<file path="src/rtl/dt_pipe_buf.sv">
// In-order buffer between the TLB and cache stages; issues each entry's memory request in entry order and releases an entry once its request is accepted, with no input-to-output bypass.
// in_ready also rises when the head pops in the same cycle. Responses belonging to flushed entries are tagged on resp_discard and drained before new requests go out.
module dt_pipe_buf #(
   parameter int PAY_WD  = 275,
   parameter int TAG_WD  = 20,
   parameter int DEPTH   = 2,
   parameter int MAX_OUT = 4
) (
   input  logic              clk,
   input  logic              resetn,
   input  logic              flush,
   input  logic              in_valid,
   output logic              in_ready,
   input  logic [PAY_WD-1:0] in_payload,
   input  logic              in_uncached,
   input  logic [TAG_WD-1:0] in_tag,
   input  logic [2:0]        in_exc,
   input  logic              in_mem_en,
   input  logic              in_mem_wen,
   input  logic [3:0]        in_mem_sel,
   input  logic [31:0]       in_mem_addr,
   input  logic [31:0]       in_mem_wdata,
   output logic              data_req,
   output logic              data_wr,
   output logic [3:0]        data_wstrb,
   output logic [31:0]       data_addr,
   output logic [31:0]       data_wdata,
   input  logic              data_addr_ok,
   input  logic              data_data_ok,
   output logic              out_valid,
   input  logic              out_ready,
   output logic [PAY_WD-1:0] out_payload,
   output logic              out_uncached,
   output logic [TAG_WD-1:0] out_tag,
   output logic [2:0]        out_exc,
   output logic              out_mem_req,
   output logic              resp_discard
);

   localparam int PTR_W = (DEPTH > 1) ? $clog2(DEPTH) : 1;
   localparam int CNT_W = $clog2(DEPTH + 1);
   localparam int OUT_W = $clog2(MAX_OUT + 1);
   localparam int DSC_W = $clog2(DEPTH + 2);

   typedef struct packed {
      logic [PAY_WD-1:0] payload;
      logic              uncached;
      logic [TAG_WD-1:0] tag;
      logic [2:0]        exc;
      logic              needs_req;
      logic              wen;
      logic [3:0]        sel;
      logic [31:0]       addr;
      logic [31:0]       wdata;
   } entry_t;

   entry_t             ent_q [DEPTH];
   logic [DEPTH-1:0]   issued_q, issued_nxt;
   logic [PTR_W-1:0]   rptr_q, wptr_q, cand_idx, slot_idx;
   logic [CNT_W-1:0]   count_q;
   logic [OUT_W-1:0]   outstanding_q, outstanding_nxt;
   logic [DSC_W-1:0]   discard_q, discard_flush;
   logic               cand_found, push, pop, issue, out_dec, disc_dec;
   int                 slot, issued_cnt, disc_sum;
   entry_t             in_ent, head, cand;

   function automatic logic [PTR_W-1:0] ptr_inc(input logic [PTR_W-1:0] p);
      return (int'(p) == DEPTH - 1) ? '0 : p + 1'b1;
   endfunction

   always_comb begin
      in_ent           = '0;
      in_ent.payload   = in_payload;
      in_ent.uncached  = in_uncached;
      in_ent.tag       = in_tag;
      in_ent.exc       = in_exc;
      in_ent.needs_req = in_mem_en && (in_exc == 3'b000);
      in_ent.wen       = in_mem_wen;
      in_ent.sel       = in_mem_sel;
      in_ent.addr      = in_mem_addr;
      in_ent.wdata     = in_mem_wdata;
   end

   // Oldest buffered entry still owing a request; requests therefore leave in entry order.
   always_comb begin
      cand_found = 1'b0;
      cand_idx   = rptr_q;
      slot       = 0;
      slot_idx   = '0;
      issued_cnt = 0;
      for (int k = 0; k < DEPTH; k++) begin
         slot = int'(rptr_q) + k;
         if (slot >= DEPTH) slot = slot - DEPTH;
         slot_idx = PTR_W'(slot);
         if (!cand_found && (k < int'(count_q)) && ent_q[slot_idx].needs_req && !issued_q[slot_idx]) begin
            cand_found = 1'b1;
            cand_idx   = slot_idx;
         end
         if (issued_q[PTR_W'(k)]) issued_cnt = issued_cnt + 1;
      end
   end

   assign head = ent_q[rptr_q];
   assign cand = ent_q[cand_idx];

   assign data_req   = cand_found && (discard_q == '0) && (int'(outstanding_q) < MAX_OUT);
   assign data_wr    = cand.wen;
   assign data_wstrb = cand.sel;
   assign data_addr  = cand.addr;
   assign data_wdata = cand.wdata;

   assign out_valid    = (count_q != '0) && (issued_q[rptr_q] || !head.needs_req);
   assign out_payload  = head.payload;
   assign out_uncached = head.uncached;
   assign out_tag      = head.tag;
   assign out_exc      = head.exc;
   assign out_mem_req  = issued_q[rptr_q];

   assign pop          = out_valid && out_ready;
   assign in_ready     = (int'(count_q) < DEPTH) || pop;
   assign push         = in_valid && in_ready && !flush;
   assign issue        = data_req && data_addr_ok;
   assign resp_discard = (discard_q != '0) && (int'(outstanding_q) == int'(discard_q));
   assign out_dec      = data_data_ok && (outstanding_q != '0);
   assign disc_dec     = data_data_ok && resp_discard;

   assign outstanding_nxt = outstanding_q + OUT_W'(issue) - OUT_W'(out_dec);

   // Responses already returned for buffered entries cannot be discarded again, so clamp to what is still in flight.
   always_comb begin
      disc_sum = int'(discard_q) - int'(disc_dec) + issued_cnt + int'(issue);
      if (disc_sum > int'(outstanding_nxt)) disc_sum = int'(outstanding_nxt);
      discard_flush = DSC_W'(disc_sum);
   end

   always_comb begin
      issued_nxt = issued_q;
      if (issue) issued_nxt[cand_idx] = 1'b1;
      if (pop)   issued_nxt[rptr_q]   = 1'b0;
   end

   always_ff @(posedge clk or negedge resetn) begin
      if (!resetn) begin
         for (int i = 0; i < DEPTH; i++) ent_q[i] <= '0;
         issued_q      <= '0;
         rptr_q        <= '0;
         wptr_q        <= '0;
         count_q       <= '0;
         outstanding_q <= '0;
         discard_q     <= '0;
      end else begin
         outstanding_q <= outstanding_nxt;
         if (flush) begin
            issued_q  <= '0;
            rptr_q    <= '0;
            wptr_q    <= '0;
            count_q   <= '0;
            discard_q <= discard_flush;
         end else begin
            issued_q  <= issued_nxt;
            discard_q <= discard_q - DSC_W'(disc_dec);
            count_q   <= count_q + CNT_W'(push) - CNT_W'(pop);
            if (push) begin
               ent_q[wptr_q] <= in_ent;
               wptr_q        <= ptr_inc(wptr_q);
            end
            if (pop) rptr_q <= ptr_inc(rptr_q);
         end
      end
   end

endmodule
</file>
<file path="config.mk">
export PLATFORM = sky130hd
export DESIGN_NAME = dt_pipe_buf
export DESIGN_NICKNAME = d
export VERILOG_FILES = /design/src/rtl/dt_pipe_buf.sv
export SDC_FILE = /design/constraint.sdc
export NUM_CORES = 1
export LEC_CHECK = 0
export BUFFER_PORTS_ARGS = -buffer_cell sky130_fd_sc_hd__buf_2
export CORE_AREA = 2 2 293 295
export CTS_CLUSTER_SIZE = 10
export DETAILED_ROUTE_END_ITERATION = 8
export DIE_AREA = 0 0 295 297
export GPL_ROUTABILITY_DRIVEN = 0
export PLACE_DENSITY_LB_ADDON = 0.05
export SYNTH_ARGS = -nofsm -noshare
export SYNTH_HDL_FRONTEND = slang
export SYNTH_SLANG_ARGS = --single-unit
</file>
<file path="constraint.sdc">
create_clock -name clk -period 4 [get_ports clk]
set_clock_uncertainty 0.15 [all_clocks]
set_input_delay 0.4 -clock clk [delete_from_list [all_inputs] [get_ports clk]]
set_output_delay 0.4 -clock clk [all_outputs]
set_load 0.1 [all_outputs]
</file>
Yosys cells after proc, flatten, opt, wreduce, memory -nomap -nowiden
Index checks and enable logic that the tools add are counted.

Bits in registers: 749. Latch bits: 0. RAM bits: 0. Memory bits (read-only): 0. Output and inout port bits: 373. Logic and storage cells: 144. Memories: 0.

Add/subtract/negate cells: 13. $mul: 0. Divide/modulo/power cells: 0. $lt $le $gt $ge: 19. Eq/ne operators: 1. Shift-type cells: 0. Multiplexer cells: 44. Bitwise logic cells: 9. Reduce and logical (&&, ||, !) cells: 34.

Operators with widths (count): $mux 369 (4); $bwmux 738 (1); $mux 70 (6); $demux 369 s1 (1); $mux 69 (3); $mux 1 (21); $logic_and 1x1->1 (19); $ge 2x2->1 const B (6); $mux 2 (6); $not 1->2 (5); $lt 1x2->1 const B (4); $reduce_bool 2->1 (4); $add 4x2->5 (1); $gt 5x4->1 (1); $logic_not 1->1 (5); $add 3x2->4 (1); $lt 1x2->1 const A (2); $sub 2x1->2 (2); $add 3x1->3 (1); $eq 3x3->1 (1); $logic_not 3->1 (1); $lt 3x3->1 const B (1); $reduce_bool 3->1 (1); $sub 2x1->3 (1); 17 further kinds (22).

Logic depth before layout (Yosys ltp)
Gate-level depths: netlist of run 1.

Word-level depth: 23. Gate-level depth with buffers: 16. Depth with buffers taken out: 16.

Worst setup path before layout of run 1
OpenSTA, ideal clock, no wires.

Path kind: reg-to-reg. From: reg outstanding_q[1]. To: reg discard_q[0]. Data arrival time: 4.301 ns. Data required time: 3.708 ns. Setup slack: -0.592 ns. Cell stages (with the launch flop): 17. Buffers on the path: 0. Period minus slack after synthesis: 4.592 ns. Cell sequence: dfrtp_1 > nor4bb_1 > a31oi_1 > nor2_1 > and2_1 > ha_1 > fa_1 > inv_1 > ha_1 > inv_1 > ha_1 > inv_1 > ha_1 > and3_1 > a211o_1 > o211ai_1 > a31oi_1.

Word-level cells in the longest chain between the ends: 9. Elaborated cells between the ends (all ways): 17. Classes of those cells: add/sub (6); order compare (2); eq/ne (1); mux (2); reduce/logical (6).

RTL lines: start: declaration (line 61) `logic [OUT_W-1:0] outstanding_q, outstanding_nxt;`; start signal: assignment (line 152) `outstanding_q <= outstanding_nxt;`; $eq 3x3->1 * (line 123) `assign resp_discard = (discard_q != '0) && (int'(outstanding_q) == int'(discard_q));`; $logic_and 1x1->1 * (line 123); net resp_discard (line 37) `output logic resp_discard`; $logic_and 1x1->1 * (line 125) `assign disc_dec = data_data_ok && resp_discard;`; $sub 2x1->3 (line 131) `disc_sum = int'(discard_q) - int'(disc_dec) + issued_cnt + int'(issue);`; $add 3x2->4 (line 131); $add 4x2->5 (line 131); $gt 5x4->1 (line 132) `if (disc_sum > int'(outstanding_nxt)) disc_sum = int'(outstanding_nxt);`; $mux 2 (line 132); $mux 2 * (line 153) `if (flush) begin`; end signal: assignment (line 158) `discard_q <= discard_flush;`; end signal: assignment (line 161) `discard_q <= discard_q - DSC_W'(disc_dec);`; end: declaration (line 62) `logic [DSC_W-1:0] discard_q, discard_flush;`.

The timed path passes the listed nets; every way through them passes the cells marked *. A chain may end at the register's enable or synchronous reset.

Final worst setup path of run 1
From: reg rptr_q. To: out out_payload[60].

Word-level cells in the longest chain between the ends: 4.

RTL lines: start: declaration (line 59) `logic [PTR_W-1:0] rptr_q, wptr_q, cand_idx, slot_idx;`; start signal: assignment (line 167) `if (pop) rptr_q <= ptr_inc(rptr_q);`; $not 1->2 (implied by the code) (line 103) `assign head = ent_q[rptr_q];`; $mux 369 (implied by the code) (3 in series) (line 103); end: declaration (line 32) `output logic [PAY_WD-1:0] out_payload,`.

Every way passes these cells. The select of a mux whose other input is x is not followed.

==> summary.txt, run 1 <==
STA
  • RSZ-0062 raised after global routing: true
  • Slew margin rel.: 36.6%
  • Setup violations, final: 0
  • Tmin final: 3.83 ns
  • Fmax: approximately 0.26 GHz
  • Fin. Hold Viols: 0
  • Pins over their slew limit: 0
  • Final Cycle Share: between 90% and 100%
  • Slew of the pin with the lowest slew margin: between 0.9 and 1 ns

Yosys
  • Number of library cell types mapped by synthesis: 37
  • Sequential area share after synthesis: 54.8%
  • Syn Area/Cell: 16.5 µm²
  • Syn nets: about 2,500
  • Synth Instances: approximately 2,100
  • Commonest register cell after synthesis: dfrtp_1
  • Area leader, netlist: dfrtp_1
  • Mapped Area: ~0.034 mm²
  • Top-count cell post-synth: mux2_2
  • Main area contributors after synthesis: dfrtp_1, mux2_2, mux2_4, buf_12, buf_4
  • FFs w/ async S/R, synth: 100%
  • Synthesized flop and latch total: 749
  • Synth warn: 0
  • EDFF count, synth: 0
  • Yosys top cell area share: 54.8%
  • Synth cell count leaders: mux2_2, dfrtp_1, mux2_4

Layout
  • # nets final: 3,605
  • Fraction of layout cells with a size suffix above 1: about 62%
  • Filler cells: just over 7,000
  • Layout area overhead: 32.2%
  • Post-layout util: between 50% and 60%

Detailed routing
  • Detailed-route via count: ~22,000
  • Vias per cell: around 4.9
  • DRC violations left: 0
  • Antenna-violating nets left: 0
  • Post-Route WL: 95,900 µm
  • Pre-antenna DRT Iters: 6
  • Initial DRC Count: roughly 810
  • Routed length per instance: 21.7 µm

GRT
  • GR Overflow Total: 0
  • Gr busiest metal: met2
  • Met2 usage: 37.1%
  • GRT Util Overall: 21.7%
  • Pin count of the biggest net entering global routing: between 150 and 200
  • First-pass GRT wire length: roughly 150,000 µm
  • Number of global-route vias before repair: between 20,000 and 25,000
  • Initial antenna violation count: 20
  • Met3 Use GR: 5.93%
  • GRT met1 Usage: 25.7%

Critical path
  • Largest stage delay, worst path: roughly 0.73 ns
  • Worst setup path category: reg2out
  • Worst Setup End Kind: output pin
  • Crit path cell chain: buf_16 > buf_4 > mux2_2 > buf_2
  • Max FO, Critical Path: 152
  • Buffers & Inverters on Critical Path: 3
  • CP arrival: 3.28 ns
  • CP max stage cell: buf_4
  • Worst path top cell family by delay: buffers and inverters
  • Worst path required time: about 3.5 ns
  • Flop-to-flop setup slack: 0.22 ns
  • Startpoint Class: flop

Placement
  • Post-DP HPWL: 66,200 µm
  • Port buffer count: ~750

Floorplan
  • Die height: 297 µm
  • CORE AREA: 0.0845 mm²
  • DIE WIDTH: 295 µm
  • Core Rows: 107
  • Effective utilization at floorplan: 40.5%
  • I/O Pins: 749
  • Die ar.: 0.0876 mm²

Min path
  • Hold Crit Class: in2reg

Run status
  • Status: complete, no violations

Clocking
  • CTS tree: done
  • H-tree depth: 3
  • Clock Sinks: 749
  • Clk buf depth: 3
  • Clock-pin slew of the registers on the worst-case setup and hold paths: 0.06 ns
  • CTS Buf Count: 88
  • Worst skew pair latency: 0.61 ns
  • CTS root buf: clkbuf_16

Job
  • Max Cap Viol: 0
## cells in the final DEF (no fill, tap or decap), types with 2 or more instances in the layout
| cell | Yosys | final |
|---|---|---|
| xor2_1 | 2 | 2 |
| buf_6 | 3 | 2 |
| diode_2 | 0 | 14 |
| fa_1 | 2 | 2 |
| clkbuf_8 | 0 | 7 |
| dfrtp_1 | 749 | 748 |
| dlygate4sd3_1 | 0 | 371 |
| ha_1 | 12 | 12 |
| clkbuf_1 | 28 | 27 |
| buf_12 | 33 | 21 |
| inv_1 | 16 | 16 |
| buf_4 | 30 | 26 |
| a31oi_1 | 5 | 5 |
| mux2_4 | 310 | 310 |
| nand2b_1 | 2 | 2 |
| buf_2 | 22 | 747 |
| o21a_1 | 2 | 2 |
| a21oi_1 | 6 | 6 |
| nor2_1 | 7 | 6 |
| nand3b_1 | 2 | 2 |
| o21ai_0 | 9 | 8 |
| mux2_2 | 796 | 796 |
| nand2_1 | 6 | 6 |
| a211o_1 | 2 | 2 |
| clkbuf_16 | 0 | 90 |
| xnor2_1 | 5 | 4 |
| o211ai_1 | 5 | 5 |
| nor2b_1 | 5 | 5 |
| clkinv_8 | 0 | 3 |
## metrics by stage
stage	instances	instance area, µm²	hold WS, ns	setup TNS [ns]	setup WS, ns
2_1_floorplan	2080	34200	-0.0456	0	0.211
3_3_place_gp	3894	38900	0.288	0	0.204
4_1_cts	4397	45200	0.0156	0	0.0294
3_5_place_dp	3894	38900	0.291	0	0.167
6_report	4412	45200	0.0844	0	0.171
5_1_grt	4409	45200	0.0828	-0.00467	-0.00467
## cell families after synthesis
group / Yosys count / synth area share [%]
adders and majority gates: 14 / 0.556
DFF: 749 / 54.8
muxes: 1106 / 39.8
AOI/OAI and AO/OA: 33 / 0.629
xor gates and xnor gates: 7 / 0.179
buffers and inverters: 140 / 3.58
and+or+nand+nor: 31 / 0.515
## final cells by class
class                      instances  area (µm²)  share of cell area [%]
inverter                          16        60.1                   0.133
multi-input combinational       1191       14300                    31.6
clock buffer                     124        2450                    5.42
timing repair buffer            1169        8130                    18.0
antenna                           14        35.0                  0.0774
tap                             1144        1430                    3.16
clock inverter                     5        77.6                   0.171
sequential                       749       18700                    41.4
## registers in the layout, summed over array words and instances (netlist names)
name and flops:
count_q 2, discard_q 2, ent_q 738, issued_q 2
outstanding_q 3, rptr_q 1, wptr_q 1
## worst min-delay path, stage by stage
cell,delay [ns]
buf_2,0.12
o21a_1,0.14
nand3_1,0.08
a21oi_1,0.06
## repair_timing
| action | CTS | global route |
|---|---|---|
| resized for setup | 2 | 5 |
| endpoints found under the setup margin | 115 | 33 |
| pin swaps | 1 | 0 |
| endpoints found under the hold margin | 795 | 0 |
| buffers inserted | 3 | 1 |
| hold buffers | 371 | 0 |
## routing by layer
layer | up-vias | share of wire (%) | wire [µm]
met5 | - | 0.075 | 72
met2 | 613 | 50 | 47500
met3 | 188 | 6.6 | 6340
met1 | 11067 | 40 | 37900
met4 | 10 | 4.2 | 4050
li1 | 9745 | - | -
## final timing paths
path / endpoint / from / cells after the start
worst max-delay path: out_payload[60] / rptr_q / 4
worst min-delay path: rptr_q / out_ready / 4
worst max register to register: discard_q[1] / rptr_q / 15
worst min register to register: ent_q[648] / ent_q[648] / 1
max in group asynchronous: ent_q[124] / resetn / 4
min in group asynchronous: ent_q[362] / resetn / 2
Power of run 1 is left out: the tool's default activity adds up to more than one toggle a clock period on the data nets, which glitch-free logic cannot reach.
==> run 2: changes to the inputs <==
--- a/config.mk
+++ b/config.mk
@@ -6,10 +6,12 @@
 export NUM_CORES = 1
 export LEC_CHECK = 0
 export BUFFER_PORTS_ARGS = -buffer_cell sky130_fd_sc_hd__buf_2
-export CORE_AREA = 2 2 293 295
+export CELL_PAD_IN_SITES_DETAIL_PLACEMENT = 0
+export CELL_PAD_IN_SITES_GLOBAL_PLACEMENT = 1
+export CORE_AREA = 2 2 288 290
 export CTS_CLUSTER_SIZE = 10
 export DETAILED_ROUTE_END_ITERATION = 8
-export DIE_AREA = 0 0 295 297
+export DIE_AREA = 0 0 290 292
 export GPL_ROUTABILITY_DRIVEN = 0
 export PLACE_DENSITY_LB_ADDON = 0.05
 export SYNTH_ARGS = -nofsm -noshare
==> run 2 against run 1 <==
Critical path depth rose by 11; first-iteration DRC count is 1.5% lower; global-route usage grew 0.82 points; final cell count decreased by 1.9%; clock-buffer cell count is 7 lower; register-to-register slack barely moved; via count is 0.48% lower; core utilization rose by 1.6 points; critical endpoint is now discard_q[1].
==> summary.txt, run 2 (synthesis results as in run 1) <==
Run status
  • Status: complete, no violations

Layout
  • Final Cell Area: 0.0450 mm² (-0.55%)
  • Top reg by flops: ent_q
  • Fraction of layout cells with a size suffix above 1: 62.0% (+0.071 points)
  • Register area: 0.0187 mm² (unchanged)
  • Area of the multi-input gates: 0.0143 mm² (unchanged)
  • Max reg flops: 738 (unchanged)
  • Layout area overhead: 31.4%
  • Most frequent cells in the layout: mux2_2, dfrtp_1, buf_2
  • Filler cells: 6,837 (-4.1%)
  • # nets final: 3,597 (-0.22%)
  • Regs by FF count: ent_q x738, outstanding_q x3
  • Most common cell after layout, fill and taps aside: mux2_2

Clocking
  • Clk buf depth: 3 (unchanged)
  • Clock-pin slew of the registers on the worst-case setup and hold paths: 0.05 ns (about the same)
  • Worst skew pair latency: 0.62 ns (about the same)
  • CTS tree: done
  • CTS root buf: clkbuf_16
  • Clock Sinks: 749 (unchanged)
  • H-tree depth: 3 (unchanged)
  • CTS Buf Count: 88 (unchanged)

Floorplan
  • Effective utilization at floorplan: 42.0% (+1.4 points)
  • Die height: 292 µm (-1.7%)
  • DIE WIDTH: 290 µm (-1.7%)
  • I/O Pins: 749 (unchanged)
  • Core Rows: 105 (-1.9%)
  • CORE AREA: 0.0816 mm² (-3.4%)
  • Die ar.: 0.0847 mm² (-3.3%)

Critical path
  • Flop-to-flop setup slack: 0.21 ns (about the same)
  • Worst Setup SP: rptr_q
  • CP endpoint: discard_q[1]
  • Worst path required time: 4.33 ns (+0.88 ns)
  • Critical R2R Capture: discard_q[1]
  • Startpoint Class: flop
  • Worst Setup End Kind: flop
  • Reg-to-Reg Start: rptr_q
  • Worst setup path category: reg2reg
  • Cells on worst reg2reg path: 15 (unchanged)
  • CP arrival: 4.12 ns (+0.84 ns)
  • Max FO, Critical Path: 4 (-97%)

GRT
  • Number of global-route vias before repair: 24,159 (-0.78%)
  • Pin count of the biggest net entering global routing: 156 (+2.0%)
  • GR Overflow Total: 0 (unchanged)
  • First-pass GRT wire length: 148,000 µm (+0.25%)
  • Initial antenna violation count: 24 (+20%)
  • GRT Util Overall: 22.6% (+0.82 points)

Detailed routing
  • DRC violations left: 0 (unchanged)
  • Antenna-violating nets left: 0 (unchanged)
  • Initial DRC Count: 797 (-1.5%)
  • Vias per cell: 4.97 (+1.5%)
  • Pre-antenna DRT Iters: 4 (-2)
  • Detailed-route via count: 21,519 (-0.48%)
  • Routed length per instance: 22.2 µm (+2.4%)
  • Post-Route WL: 96,300 µm (+0.45%)

STA
  • Final Cycle Share: 94.8% (-0.93 points)
  • Slew of the pin with the lowest slew margin: 1.07 ns (+0.123 ns)
  • Final worst-path setup slack: 0.208 ns (+0.0373 ns)
  • Tmin final: 3.79 ns (-0.0373 ns)
  • Final TNS setup: 0 ns (unchanged)
  • Pins over their slew limit: 0 (unchanged)
  • Fmax: 0.264 GHz (+0.98%)
  • Slew margin rel.: 28.3% (-8.2 points)
  • Fin. Hold Viols: 0 (unchanged)
  • Setup violations, final: 0 (unchanged)

Placement
  • Post-DP Area: 0.0387 mm² (-0.50%)
  • Post-DP HPWL: 66,400 µm (+0.26%)
  • Place WS: 0.156 ns (-0.0110 ns)
  • Port buffer count: 748 (unchanged)

Job
  • Max Cap Viol: 0 (unchanged)

Min path
  • Hold Crit Class: in2reg
run 2: metrics by stage:
step	hold slack, ns	util [%]	instances
CTS	0.0525	55.1	4309
finish	0.101	55.1	4328
global route	0.103	55.1	4322
floorplan	-0.0456	-	2080
detailed placement	0.307	47.4	3815
global placement	0.311	47.4	3815
run 2: final cells by class:
class	count	area share (%)
antenna	19	0.106
clock buffer	117	5.41
clock inverter	5	0.0973
inverter	16	0.133
multi-input combinational	1191	31.8
sequential	749	41.7
tap	1070	2.98
timing repair buffer	1161	17.8
run 2: worst min-delay path by stage:
stage / end / slack (ns) / cells past startpoint / start
after floorplan: count_q[0] / -0.05 / 0 / resetn
after global placement: ent_q[647] / 0.31 / 1 / resetn
after detailed placement: ent_q[278] / 0.31 / 1 / resetn
after CTS: rptr_q / 0.05 / 4 / out_ready
after global routing: rptr_q / 0.10 / 4 / out_ready
final: rptr_q / 0.10 / 4 / out_ready
run 2: worst max-delay path, cell delays in order, from the launching register on:
cell	delay [ns]
dfrtp_4	0.53
or3b_4	0.44
a21boi_2	0.17
o211ai_1	0.14
ha_1	0.30
inv_1	0.06
ha_1	0.13
inv_1	0.05
fa_1	0.41
xnor2_2	0.15
xor2_1	0.22
ha_1	0.29
and3_1	0.17
a211o_1	0.24
o211ai_1	0.10
a31oi_1	0.11
run 2: layer usage:
layer / part of all wire [%] / global-route usage, %
met5: 0.077 / 0
met1: 40 / 26.8
met3: 6.9 / 6.89
met2: 50 / 38.5
met4: 3.7 / 8.47
run 2: what timing repair did:
item	in CTS	in global routing
setup buffers	0	0
cloned	1	0
setup endpoints to repair	167	2
hold endpoints to repair	802	0
hold buffers	371	0
pin swaps	0	0
gates resized for setup	1	4
Power of run 2 is left out for the same reason.
